## src/rtl/dom_and_scheduler.sv

```systemverilog
// Round-robin scheduler sharing one registered-input DOM AND gadget between
// several masked requesters. Each issue consumes exactly one PRNG word, and a
// one-hot tag travels alongside the gadget pipeline to route the result back.
module dom_and_scheduler #(
  parameter int NUM_REQ   = 4,
  parameter int SHARES    = 6,
  parameter int RAND_BITS = 15,
  parameter int LATENCY   = 2,
  parameter int CNT_W     = 16
) (
  input  logic                        clock_0,
  input  logic                        reset_0,
  input  logic                        en,
  input  logic [NUM_REQ-1:0]          req_valid,
  output logic [NUM_REQ-1:0]          req_ready,
  input  logic [NUM_REQ*SHARES-1:0]   req_a,
  input  logic [NUM_REQ*SHARES-1:0]   req_b,
  input  logic                        rnd_valid,
  input  logic [RAND_BITS-1:0]        rnd_data,
  output logic                        rnd_ready,
  output logic [SHARES-1:0]           g_i0,
  output logic [SHARES-1:0]           g_i1,
  output logic [RAND_BITS-1:0]        g_rand,
  input  logic [SHARES-1:0]           g_o,
  output logic [NUM_REQ-1:0]          rsp_valid,
  output logic [SHARES-1:0]           rsp_data,
  output logic                        idle,
  output logic [CNT_W-1:0]            issue_cnt
);

  localparam int PTR_W = (NUM_REQ > 1) ? $clog2(NUM_REQ) : 1;

  logic [PTR_W-1:0]                 r_ptr;
  logic [CNT_W-1:0]                 r_cnt;
  logic [SHARES-1:0]                r_i0;
  logic [SHARES-1:0]                r_i1;
  logic [RAND_BITS-1:0]             r_rand;
  logic [LATENCY:0]                 r_tag_v;
  logic [LATENCY:0][NUM_REQ-1:0]    r_tag;

  logic                             w_issue;
  logic [NUM_REQ-1:0]               w_grant_oh;
  logic [PTR_W-1:0]                 w_grant_idx;
  logic [PTR_W-1:0]                 w_ptr_next;
  logic [SHARES-1:0]                w_sel_a;
  logic [SHARES-1:0]                w_sel_b;

  // Issue only when a fresh random word and at least one request coincide.
  always_comb begin
    w_issue   = en & rnd_valid & (|req_valid);
    rnd_ready = w_issue;
    req_ready = w_issue ? w_grant_oh : '0;
  end

  // Round-robin search starting at the pointer, wrapping past the top index.
  always_comb begin : p_grant
    int unsigned idx;
    logic        found;
    w_grant_oh  = '0;
    w_grant_idx = '0;
    found       = 1'b0;
    idx         = 0;
    for (int unsigned i = 0; i < NUM_REQ; i++) begin
      idx = (int'(r_ptr) + i) % NUM_REQ;
      if (!found && req_valid[idx]) begin
        found           = 1'b1;
        w_grant_oh[idx] = 1'b1;
        w_grant_idx     = PTR_W'(idx);
      end
    end
  end

  // Pointer advances to one past the winner, wrapping at NUM_REQ.
  always_comb begin
    if (w_grant_idx == PTR_W'(NUM_REQ - 1)) w_ptr_next = '0;
    else                                    w_ptr_next = w_grant_idx + PTR_W'(1);
  end

  // AND-OR mux gated by the one-hot grant so unselected shares are forced to zero.
  always_comb begin
    w_sel_a = '0;
    w_sel_b = '0;
    for (int unsigned k = 0; k < NUM_REQ; k++) begin
      w_sel_a = w_sel_a | (req_a[k*SHARES +: SHARES] & {SHARES{w_grant_oh[k]}});
      w_sel_b = w_sel_b | (req_b[k*SHARES +: SHARES] & {SHARES{w_grant_oh[k]}});
    end
  end

  // Operand stage: load winner's shares and the consumed word, otherwise a zero sharing.
  always_ff @(posedge clock_0) begin
    if (reset_0) begin
      r_i0   <= '0;
      r_i1   <= '0;
      r_rand <= '0;
    end else if (w_issue) begin
      r_i0   <= w_sel_a;
      r_i1   <= w_sel_b;
      r_rand <= rnd_data;
    end else begin
      r_i0   <= '0;
      r_i1   <= '0;
      r_rand <= '0;
    end
  end

  // Pointer and issue counter bookkeeping.
  always_ff @(posedge clock_0) begin
    if (reset_0) begin
      r_ptr <= '0;
      r_cnt <= '0;
    end else if (w_issue) begin
      r_ptr <= w_ptr_next;
      r_cnt <= r_cnt + CNT_W'(1);
    end
  end

  // Tag pipeline: stage 0 is aligned with the operand registers, the last stage with g_o.
  always_ff @(posedge clock_0) begin
    if (reset_0) begin
      r_tag_v <= '0;
      r_tag   <= '0;
    end else begin
      r_tag_v[0] <= w_issue;
      r_tag[0]   <= w_issue ? w_grant_oh : '0;
      for (int unsigned s = 1; s <= LATENCY; s++) begin
        r_tag_v[s] <= r_tag_v[s-1];
        r_tag[s]   <= r_tag[s-1];
      end
    end
  end

  // Output drive.
  always_comb begin
    g_i0      = r_i0;
    g_i1      = r_i1;
    g_rand    = r_rand;
    rsp_valid = r_tag_v[LATENCY] ? r_tag[LATENCY] : '0;
    rsp_data  = g_o;
    idle      = ~(|r_tag_v);
    issue_cnt = r_cnt;
  end

endmodule

```

## config.mk

```make
export PLATFORM = sky130hd
export DESIGN_NAME = dom_and_scheduler
export DESIGN_NICKNAME = d
export VERILOG_FILES = /design/src/rtl/dom_and_scheduler.sv
export SDC_FILE = /design/constraint.sdc
export NUM_CORES = 1
export LEC_CHECK = 0
export CAP_MARGIN = 15
export CORE_UTILIZATION = 40
export CTS_CLUSTER_SIZE = 14
export DETAILED_ROUTE_END_ITERATION = 8
export PLACE_DENSITY = 0.8
export SETUP_SLACK_MARGIN = 0.4
export SLEW_MARGIN = 20
export SYNTH_ARGS = -nofsm -noshare
export SYNTH_HDL_FRONTEND = slang
export SYNTH_SLANG_ARGS = --single-unit
```

## constraint.sdc

```tcl
create_clock -name clock_0 -period 4.8 [get_ports clock_0]
set_input_delay 1.2 -clock clock_0 [delete_from_list [all_inputs] [get_ports clock_0]]
set_output_delay 1.2 -clock clock_0 [all_outputs]
set_load 0.02 [all_outputs]
```

# Word level (Yosys, flattened, before mapping)
# Index checks and enable logic that the tools add are counted.
# totals
regBits,60
in_bits,77
word_cells,87
# op_classes
addsub,5
order_cmp,8
n_eq_ne,1
mux,30
bitwise_logic,21
reduce_logical,13
# op_table
cell,n
6-bit bitwise AND,8
6-bit OR,6
4-bit two-way mux,6
"16-bit by 1-bit adder with 16-bit output, second input constant",1
"2-bit by 3-bit < comparator with 1-bit output, second input constant",4
4-bit OR,3
1-bit two-way mux,11
2-bit two-way mux,5
1-bit binary-select mux with 2-bit select,4
1-bit demux with 2-bit select,4
"2-bit by 1-bit greater-or-equal comparator with 1-bit output, second input constant",4
1-bit logical AND,7
"2-bit by 1-bit adder with 2-bit output, second input constant",2
"2-bit adder, second input constant",2
4-bit OR reduction,1
1-bit zero test,3
3-bit OR reduction,1
1-bit bitwise AND,2
"2-bit == test, second input constant",1
1-bit NOT,2
2-bit OR reduction,1

# Logic depth before layout (Yosys ltp)
# Gate-level depths: netlist of run 1.
# depth
depth_word,16
ltp_mapped,11
ltp_nobuf,8

# Worst setup path after synthesis of run 1
# Ideal clock, no wire load.
# synth_timing
path_type,in2out
from,input port req_valid[0]
to,output port req_ready[2]
arrival_time_ns,2.644
path_slack_ns,0.956
stages,5
path_cell_list,or3b_2 -> a2111oi_2 -> or2_2 -> a221oi_1 -> nor2_1
# synth_between
elab_chain_len,13
# synth_lines
item,line,rtl
"start, declared",14,"input logic [NUM_REQ-1:0] req_valid,"
1-bit binary-select mux with 2-bit select,65,if (!found && req_valid[idx]) begin
1-bit two-way mux (implied by the code),65,
1-bit two-way mux,65,
1-bit zero test,65,
1-bit logical AND,65,
1-bit two-way mux,65,
1-bit zero test,65,
1-bit logical AND,65,
1-bit two-way mux,65,
1-bit zero test,65,
1-bit logical AND,65,
4-bit two-way mux,65,
4-bit two-way mux (*),-,
"end, declared",15,"output logic [NUM_REQ-1:0] req_ready,"
# Every way passes the cells marked *; elsewhere a longest branch is shown, timed or not. The select of a mux whose other input is x is not followed.

# Worst setup path after layout of run 1
# layout_timing
from,input port req_valid[3]
to,output port req_ready[0]
# Same word-level chain as after synthesis.

==> results of run 1 <==
==> layer usage <==
layer,vias to the layer above,share of wire (%)
li1,1264,-
met1,1205,41
met2,91,52
met3,13,5.1
met4,0,1.9
met5,-,0
==> worst min path at each step <==
stage	from	to	slack [ns]	cells past startpoint
2_1_floorplan	r_tag[6]	r_tag[10]	0.41	1
3_3_place_gp	r_tag[2]	r_tag[6]	0.42	1
3_5_place_dp	r_tag[1]	r_tag[5]	0.42	1
4_1_cts	r_tag[1]	r_tag[5]	0.44	1
5_1_grt	r_tag[0]	r_tag[4]	0.45	1
6_report	r_tag[1]	r_tag[5]	0.44	1
==> sequential cells by signal, indices dropped and copies added (netlist names), named ones only <==
register   flops
r_ptr          1
g_rand        15
r_tag         12
g_i1           6
issue_cnt     16
r_tag_v        3
g_i0           6
==> cells in the final DEF, fill, tap and decap left out, drive strengths merged, types with 7 or more instances in the layout <==
master / n
xor2: 9
clkdlybuf4s50: 114
clkbuf: 14
nand2: 12
and3: 18
inv: 11
ha: 7
nand3: 10
a221o: 12
nor2b: 12
nor2: 28
a21oi: 12
a22o: 12
dfxtp: 60
buf: 22
==> report_power, final <==
part | total (uW) | internal (uW) | switching, uW | leakage (uW)
Clock | 505 | 322 | 183 | 0.000114
Combinational | 251 | 137 | 114 | 0.00116
Sequential | 521 | 514 | 7.21 | 0.000487
Total | 1280 | 973 | 304 | 0.00176
==> Yosys cell counts (2+ instances only) <==
master and number:
dfxtp_1 60, nor2_1 28, and3_1 18, a221o_1 12, a22o_1 12, nand2_1 12
nor2b_1 12, inv_1 11, a21oi_1 10, nand3_1 10, buf_4 9, xor2_1 9
clkbuf_1 7, ha_1 7, xnor2_1 6, buf_2 5, nand3b_1 5, and2_1 4
nand4_1 3, or3_1 3, a21oi_2 2, a221oi_1 2, and2_4 2, buf_1 2
mux4_2 2, nor3_1 2, nor3b_1 2, nor4_1 2, o21ai_0 2, o31ai_4 2
or3b_2 2
==> stage by stage <==
step	cells	TNS [ns]	hold WS, ns	util, %	power (uW)
after CTS	491	0	0.436	66.2	1280
after global routing	495	0	0.455	67.3	1320
after floorplan	284	0	0.414	-	658
after global placement	473	0	0.420	62.2	762
after detailed placement	473	-0.0197	0.420	62.2	767
final	495	0	0.436	67.3	1280
==> worst register-to-register path: cells and delay by family, from the launching register on <==
kind	cells	cell delay, ns
buffers and inverters	2	0.37
AND/OR/NAND/NOR	3	1.44
adder cells (fa/ha/maj)	1	0.33
flip-flops	1	0.54
AO/OA/AOI/OAI	3	0.78
==> repair_timing <==
action,CTS,global route
buffers inserted,2,4
resized for setup,21,12
setup endpoints to repair,5,4
pin swaps,0,1
==> cell type report <==
class	count	area, um^2	share of cell area [%]
multi-input cells	189	1440	32.9
repair buffers	142	1370	31.3
flip-flops and latches	60	1200	27.5
clock buffers	13	159	3.63
well taps	77	96.3	2.20
clock inverters	3	68.8	1.57
inverters	11	41.3	0.944
==> cells by family after synthesis <==
| logic type | synth area share [%] |
|---|---|
| fa+ha+maj | 3.18 |
| simple gates | 21.4 |
| buf+inv | 6.51 |
| xor+xnor | 4.78 |
| mux | 3.37 |
| compound gates | 17.1 |
| flops | 43.7 |
==> flow_summary.yaml, run 1 <==
outcome:
  outcome: "complete, but fails checks"
  violations: "design-rule violations"
placed_design:
  dp_worst_setup_slack_ns: -0.0160
  post_dp_cell_area_um2: 4040
  numPortBuffers: 123
  gp_congestion: 0.878
  hpwl_mm: 5.40
route:
  drc: 10
  drt.antenna.violating_nets: 0
  first_iter_violations: 130
  firstDrtPassIters: 6
  totalWireLength_mm: 7.56
  via_count: 2573
  vias_per_cell: 5.20
  post_drt_wl_per_cell_um: 15.3
die:
  io_pins: 136
  start_util_pct: 42.3
  die_y_um: 84.9
  core-area_um2: 6490
  die_w_um: 84.9
  dieArea_um2: 7210
  num_rows: 29
cells_and_area:
  drive_gt1_share_pct: 13.9
  antenna_cells: 0
  nNetsFinal: 497
  syn_to_final_growth_pct: 59.0
  fillers: 507
  fin_area_um2: 4370
sta:
  setup_viol: 0
  period_share_pct: 86.5
  slew_viol_final: 0
  rsz0062_at_grt: "no"
  finClkSkew_ns: 0.00698
  final.setup.worst_slack_ns: 0.650
  max_freq_ghz: 0.241
  period_minus_slack_ns: 4.15
  worst-slew-pin-transition_ns: 1.03
  slew_headroom_pct: 31.3
  hold_viol_final: 0
critical_path:
  path_class: "in2out"
  cp_max_fo: 9
  cp_slowest_cell: "mux4_2"
  worst_setup_path_end_kind: "output port"
  cp_num_buf_inv: 3
  r2r_slack_ns: 1.28
  slowest_delay_ns: 0.56
  crit_required_ns: 3.60
  reg2reg_to: "g_i0[2]"
  r2r_start: "r_ptr[1]"
  reg2reg_depth: 9
  crit_family: "buffers and inverters"
  cp-start-kind: "input port"
  cp.arrival_ns: 2.95
  worstSetupEndpoint: "req_ready[0]"
  crit_chain: "dlygate4sd2_1 -> mux4_2 -> buf_4 -> nand3b_1 -> o41ai_4 -> a221oi_2 -> nor2_1 -> buf_2"
  cp.depth: 8
  startpoint: "req_valid[3]"
global_routing:
  first_global_vias: 2508
  busiest_layer: "met2"
  grt_util_met1_pct: 24.0
  grtUsageMet3_pct: 3.60
  use_met2_pct: 37.4
  grt_pass1_wl_mm: 11.7
  gr-total-overflow: 0
  track_usage_pct: 20.6
  antenna_found_initial: 0
  grt_max_degree: 29
clock_network:
  hold_buffers: 0
  htreeDepth: 3
  cts_tree: "yes"
  clkSinkCount: 60
  clock_path_buffers: 2
  clk_pin_slew_ns: 0.07
  clockRootBuffer: "clkbuf_8"
  numCtsBuffers: 9
  clkLatencyLatePin_ns: 0.33
worst_hold_path:
  worst_hold_path_type: "reg2reg"
logic_synthesis:
  synthesis.nets: 368
  ys_ff_latch: 60
  synth_top_area_share_pct: 43.7
  async_flop_share_pct: 0
  syn_area_um2: 2750
  yosys_warnings: 0
  avgSynthCellArea_um2: 9.68
  synth_largest_area_cell: "dfxtp_1"
  synth_ff_type: "dfxtp_1"
  synth.area.top_cells: "dfxtp_1, a221o_1, and3_1"
  synthCells: 284
  ys_seq_area_share_pct: 43.7
  synth.distinct_cells: 50
  synth-edff-count: 0
pwr:
  power_density_nw_per_um2: 292
  p_leak_uw: 0.00176
  ir_drop_mv: 0.146
run:
  drv_cap: 0
Note: power is estimated with default switching activity, not from simulation.
==> run 2: changes to the inputs <==
CORE_ASPECT_RATIO = 0.75   (was not set)
==> flow_summary.yaml, run 2 (synthesized netlist as in run 1, its figures left out) <==
critical_path:
  crit_chain: "clkdlybuf4s50_1 -> buf_4 -> mux4_2 -> buf_4 -> o41ai_4 -> a221oi_2 -> nor2_1 -> buf_2"
  cp.arrival_ns: 3.12
  worst_setup_path_end_kind: "output port"
  crit_top_cell: "buf_4"
  cp_max_fo: 12
  crit_required_ns: 3.60
  cp_slowest_cell: "mux4_2"
  cp-start-kind: "input port"
  reg2reg_depth: 10
  path_class: "in2out"
  slowest_delay_ns: 0.57
sta:
  setup_viol: 0
  max_freq_ghz: 0.231
  finClkSkew_ns: 0.0124
  finalSetupTns_ns: 0
  period_minus_slack_ns: 4.32
  worst-slew-pin-transition_ns: 0.955
  holdWs_ns: 0.427
  slew_viol_final: 0
  slew_headroom_pct: 36.1
  period_share_pct: 90.1
  rsz0062_at_grt: "yes"
  hold_viol_final: 0
die:
  num_rows: 25
  die_w_um: 97.7
  die_y_um: 73.8
  core-area_um2: 6470
  io_pins: 136
  start_util_pct: 42.5
  dieArea_um2: 7210
cells_and_area:
  antenna_cells: 0
  final_common_cell: "clkdlybuf4s50_1"
  fillers: 543
  instances_no_fill: 497
  fin_area_um2: 4290
  drive_gt1_share_pct: 13.5
  syn_to_final_growth_pct: 56.0
  nNetsFinal: 495
  final_cell_mix: "clkdlybuf4s50_1, dfxtp_1, nor2_1"
  largest_register_ffs: 16
clock_network:
  clock_path_buffers: 2
  clockRootBuffer: "clkbuf_8"
  numCtsBuffers: 9
  cts_tree: "yes"
  clkSinkCount: 60
  clkLatencyLatePin_ns: 0.34
  hold_buffers: 0
  clk_pin_slew_ns: 0.07
  htreeDepth: 3
run:
  drv_cap: 0
worst_hold_path:
  min_delay_path_depth: 1
  worst_hold_path_type: "reg2reg"
route:
  totalWireLength_mm: 7.03
  drc: 20
  drt.antenna.violating_nets: 0
  post_drt_wl_per_cell_um: 14.1
  first_iter_violations: 103
  firstDrtPassIters: 8
  vias_per_cell: 5.09
  via_count: 2528
global_routing:
  antenna_found_initial: 0
  grt_pass1_wl_mm: 11.1
  first_global_vias: 2285
  gr-total-overflow: 0
  grt_max_degree: 29
  track_usage_pct: 19.6
pwr:
  ir_drop_mv: 0.148
  p_leak_uw: 0.00167
  finalPower_uw: 1200
  power_density_nw_per_um2: 280
placed_design:
  hpwl_mm: 5.09
  dp.cells: 479
  gp_congestion: 0.863
  numPortBuffers: 123
  post_dp_cell_area_um2: 4060
outcome:
  violations: "design-rule violations"
  outcome: "complete, but fails checks"
run 2: cell types whose count changed in the layout (fill, tap and decap cells not counted), moves of 2 or more:
cell	delta
clkdlybuf4s50_1	+3
clkinv_2	+2
dlymetal6s2s_1	-3
clkinvlp_4	+2
buf_2	+2
clkbuf_8	-2
buf_6	-2
run 2: repair_timing:
item / in CTS / in global routing
resized for setup: 22 / 5
endpoints found under the hold margin: 0 / 0
setup buffers: 1 / 1
endpoints found under the setup margin: 5 / 4
pin swaps: 1 / 3
run 2: final timing paths:
| kind | to | slack [ns] | startpoint |
|---|---|---|---|
| setup / recovery | req_ready[0] | 0.48 | req_valid[2] |
| hold / removal | r_tag[4] | 0.43 | r_tag[0] |
| setup reg to reg | g_i1[2] | 1.35 | r_ptr[1] |
| hold reg to reg | r_tag[4] | 0.43 | r_tag[0] |
run 2: per-layer routing:
metal	part of all wire, %	vias to the layer above	GRT usage (%)
li1	-	1259	-
met1	47	1164	26.0
met2	46	97	30.5
met3	6.7	8	6.76
met4	0.64	0	4.88
met5	0	-	0
run 2: metrics by stage:
stage / worst slack [ns] / utilization (%)
floorplan: 0.956 / -
global placement: 0.0132 / 62.7
detailed placement: 0.00261 / 62.7
CTS: 0.388 / 66.3
global route: 0.385 / 66.3
finish: 0.477 / 66.3
run 2: final cells by class:
class                           instances  area (um^2)  area share (%)
Clock buffer                           10          128            2.97
Sequential cell                        60         1200            28.0
Multi-Input combinational cell        189         1420            33.1
Tap cell                               81          101            2.36
Clock inverter                          6         63.8            1.49
Inverter                               11         41.3           0.962
Timing Repair Buffer                  140         1340            31.1
run 2: critical path, delay by kind of cell:
family	cells	cell delay, ns
buf+inv	4	0.93
mux	1	0.57
compound gates	2	0.30
simple gates	1	0.10
run 2: power by group:
group	internal [uW]	switching [uW]
clock	239	198
sequential	514	7.04
combinational	132	109
total	885	315
==> run 3: changes to the inputs <==
CORE_ASPECT_RATIO = not set   (was 0.75)
CORE_UTILIZATION = 36   (was 40)
PLACE_DENSITY = 0.76   (was 0.8)
clock period = 3.7 ns   (was 4.8 ns; I/O delays follow)
==> flow_summary.yaml, run 3 (synthesized netlist as in run 1, its figures left out) <==
sta:
  worst-slew-pin-transition_ns: 0.935
  setup_viol: 0
  final.setup.worst_slack_ns: 0.361
  period_share_pct: 90.2
  finClkSkew_ns: 0.00608
  period_minus_slack_ns: 3.34
  hold_viol_final: 0
  slew_headroom_pct: 37.5
  slew_viol_final: 0
  rsz0062_at_grt: "yes"
  finalSetupTns_ns: 0
  max_freq_ghz: 0.300
pwr:
  ir_drop_mv: 0.154
  finalPower_uw: 1530
  p_leak_uw: 0.00177
  power_density_nw_per_um2: 339
route:
  drt.antenna.violating_nets: 0
  first_iter_violations: 83
  via_count: 2608
  vias_per_cell: 4.89
  drc: 0
  firstDrtPassIters: 4
  totalWireLength_mm: 7.75
  post_drt_wl_per_cell_um: 14.5
clock_network:
  numCtsBuffers: 9
  clockRootBuffer: "clkbuf_8"
  clkSinkCount: 60
  htreeDepth: 3
  clk_pin_slew_ns: 0.07
  cts_tree: "yes"
  clkLatencyLatePin_ns: 0.31
  clock_path_buffers: 2
placed_design:
  dp.cells: 511
  numPortBuffers: 123
  gp_congestion: 0.845
  hpwl_mm: 5.71
  dp_worst_setup_slack_ns: -0.540
global_routing:
  grt_pass1_wl_mm: 11.6
  gr-total-overflow: 0
  use_met2_pct: 31.8
  track_usage_pct: 19.0
  grtUsageMet3_pct: 2.95
  first_global_vias: 2438
  antenna_found_initial: 0
  grt_util_met1_pct: 24.5
  grt_max_degree: 28
  busiest_layer: "met2"
cells_and_area:
  final_common_cell: "clkdlybuf4s50_1"
  largest_register_ffs: 16
  drive_gt1_share_pct: 20.3
  syn_to_final_growth_pct: 63.7
  antenna_cells: 0
  final_cell_mix: "clkdlybuf4s50_1, dfxtp_1, buf_4"
  fillers: 604
  instances_no_fill: 533
  nNetsFinal: 513
  fin_util_pct: 61.4
die:
  num_rows: 31
  die_w_um: 89.4
  die_y_um: 89.4
  core-area_um2: 7330
  start_util_pct: 37.5
  io_pins: 136
  dieArea_um2: 7990
critical_path:
  cp.arrival_ns: 2.41
  worst_setup_path_end_kind: "output port"
  cp-start-kind: "input port"
  crit_required_ns: 2.77
  path_class: "in2out"
  cp_max_fo: 8
outcome:
  outcome: "finished clean"
worst_hold_path:
  worst_hold_path_type: "reg2reg"
run:
  drv_cap: 0
==> run 3: timing repair <==
action,4_1_cts,5_1_grt
buffers inserted,6,0
resized for setup,59,4
hold buffers,0,0
pin swaps,11,4
setup endpoints to repair,19,5
==> run 3: critical path, stage by stage <==
cell      delay [ns]
buf_6           0.09
buf_6           0.12
mux4_2          0.57
nand3b_1        0.22
a21oi_2         0.20
a221oi_4        0.05
nor2_2          0.10
buf_6           0.13
==> run 3: layout make-up <==
class	instances	area, um^2	area share [%]
Timing Repair Buffer	158	1490	33.1
Clock buffer	11	141	3.14
Multi-Input combinational cell	189	1480	32.8
Clock inverter	5	27.5	0.611
Inverter	11	41.3	0.917
Tap cell	99	124	2.75
Sequential cell	60	1200	26.7
==> run 3: path summary, 6_finish.rpt <==
check / slack (ns) / cells past startpoint / endpoint / from
setup / recovery: 0.36 / 8 / req_ready[2] / req_valid[2]
hold / removal: 0.43 / 1 / r_tag[11] / r_tag[7]
setup reg to reg: 0.69 / 10 / g_i0[0] / r_ptr[1]
hold reg to reg: 0.43 / 1 / r_tag[11] / r_tag[7]
==> run 3: layer usage <==
layer / share of wire, % / vias to the layer above
li1: - / 1297
met1: 44 / 1220
met2: 51 / 81
met3: 4.3 / 10
met4: 1.3 / 0
met5: 0 / -
==> run 3: metrics by stage <==
stage	area [um^2]	hold slack [ns]
3_3_place_gp	4230	0.421
4_1_cts	4510	0.434
3_5_place_dp	4230	0.420
6_report	4500	0.430
5_1_grt	4500	0.455
2_1_floorplan	2790	0.414
==> run 3: report_power, final <==
| group | switching, uW | total [uW] | internal, uW |
|---|---|---|---|
| combinational | 158 | 359 | 201 |
| sequential | 7.02 | 674 | 667 |
| clock | 237 | 493 | 256 |
| total | 402 | 1530 | 1120 |
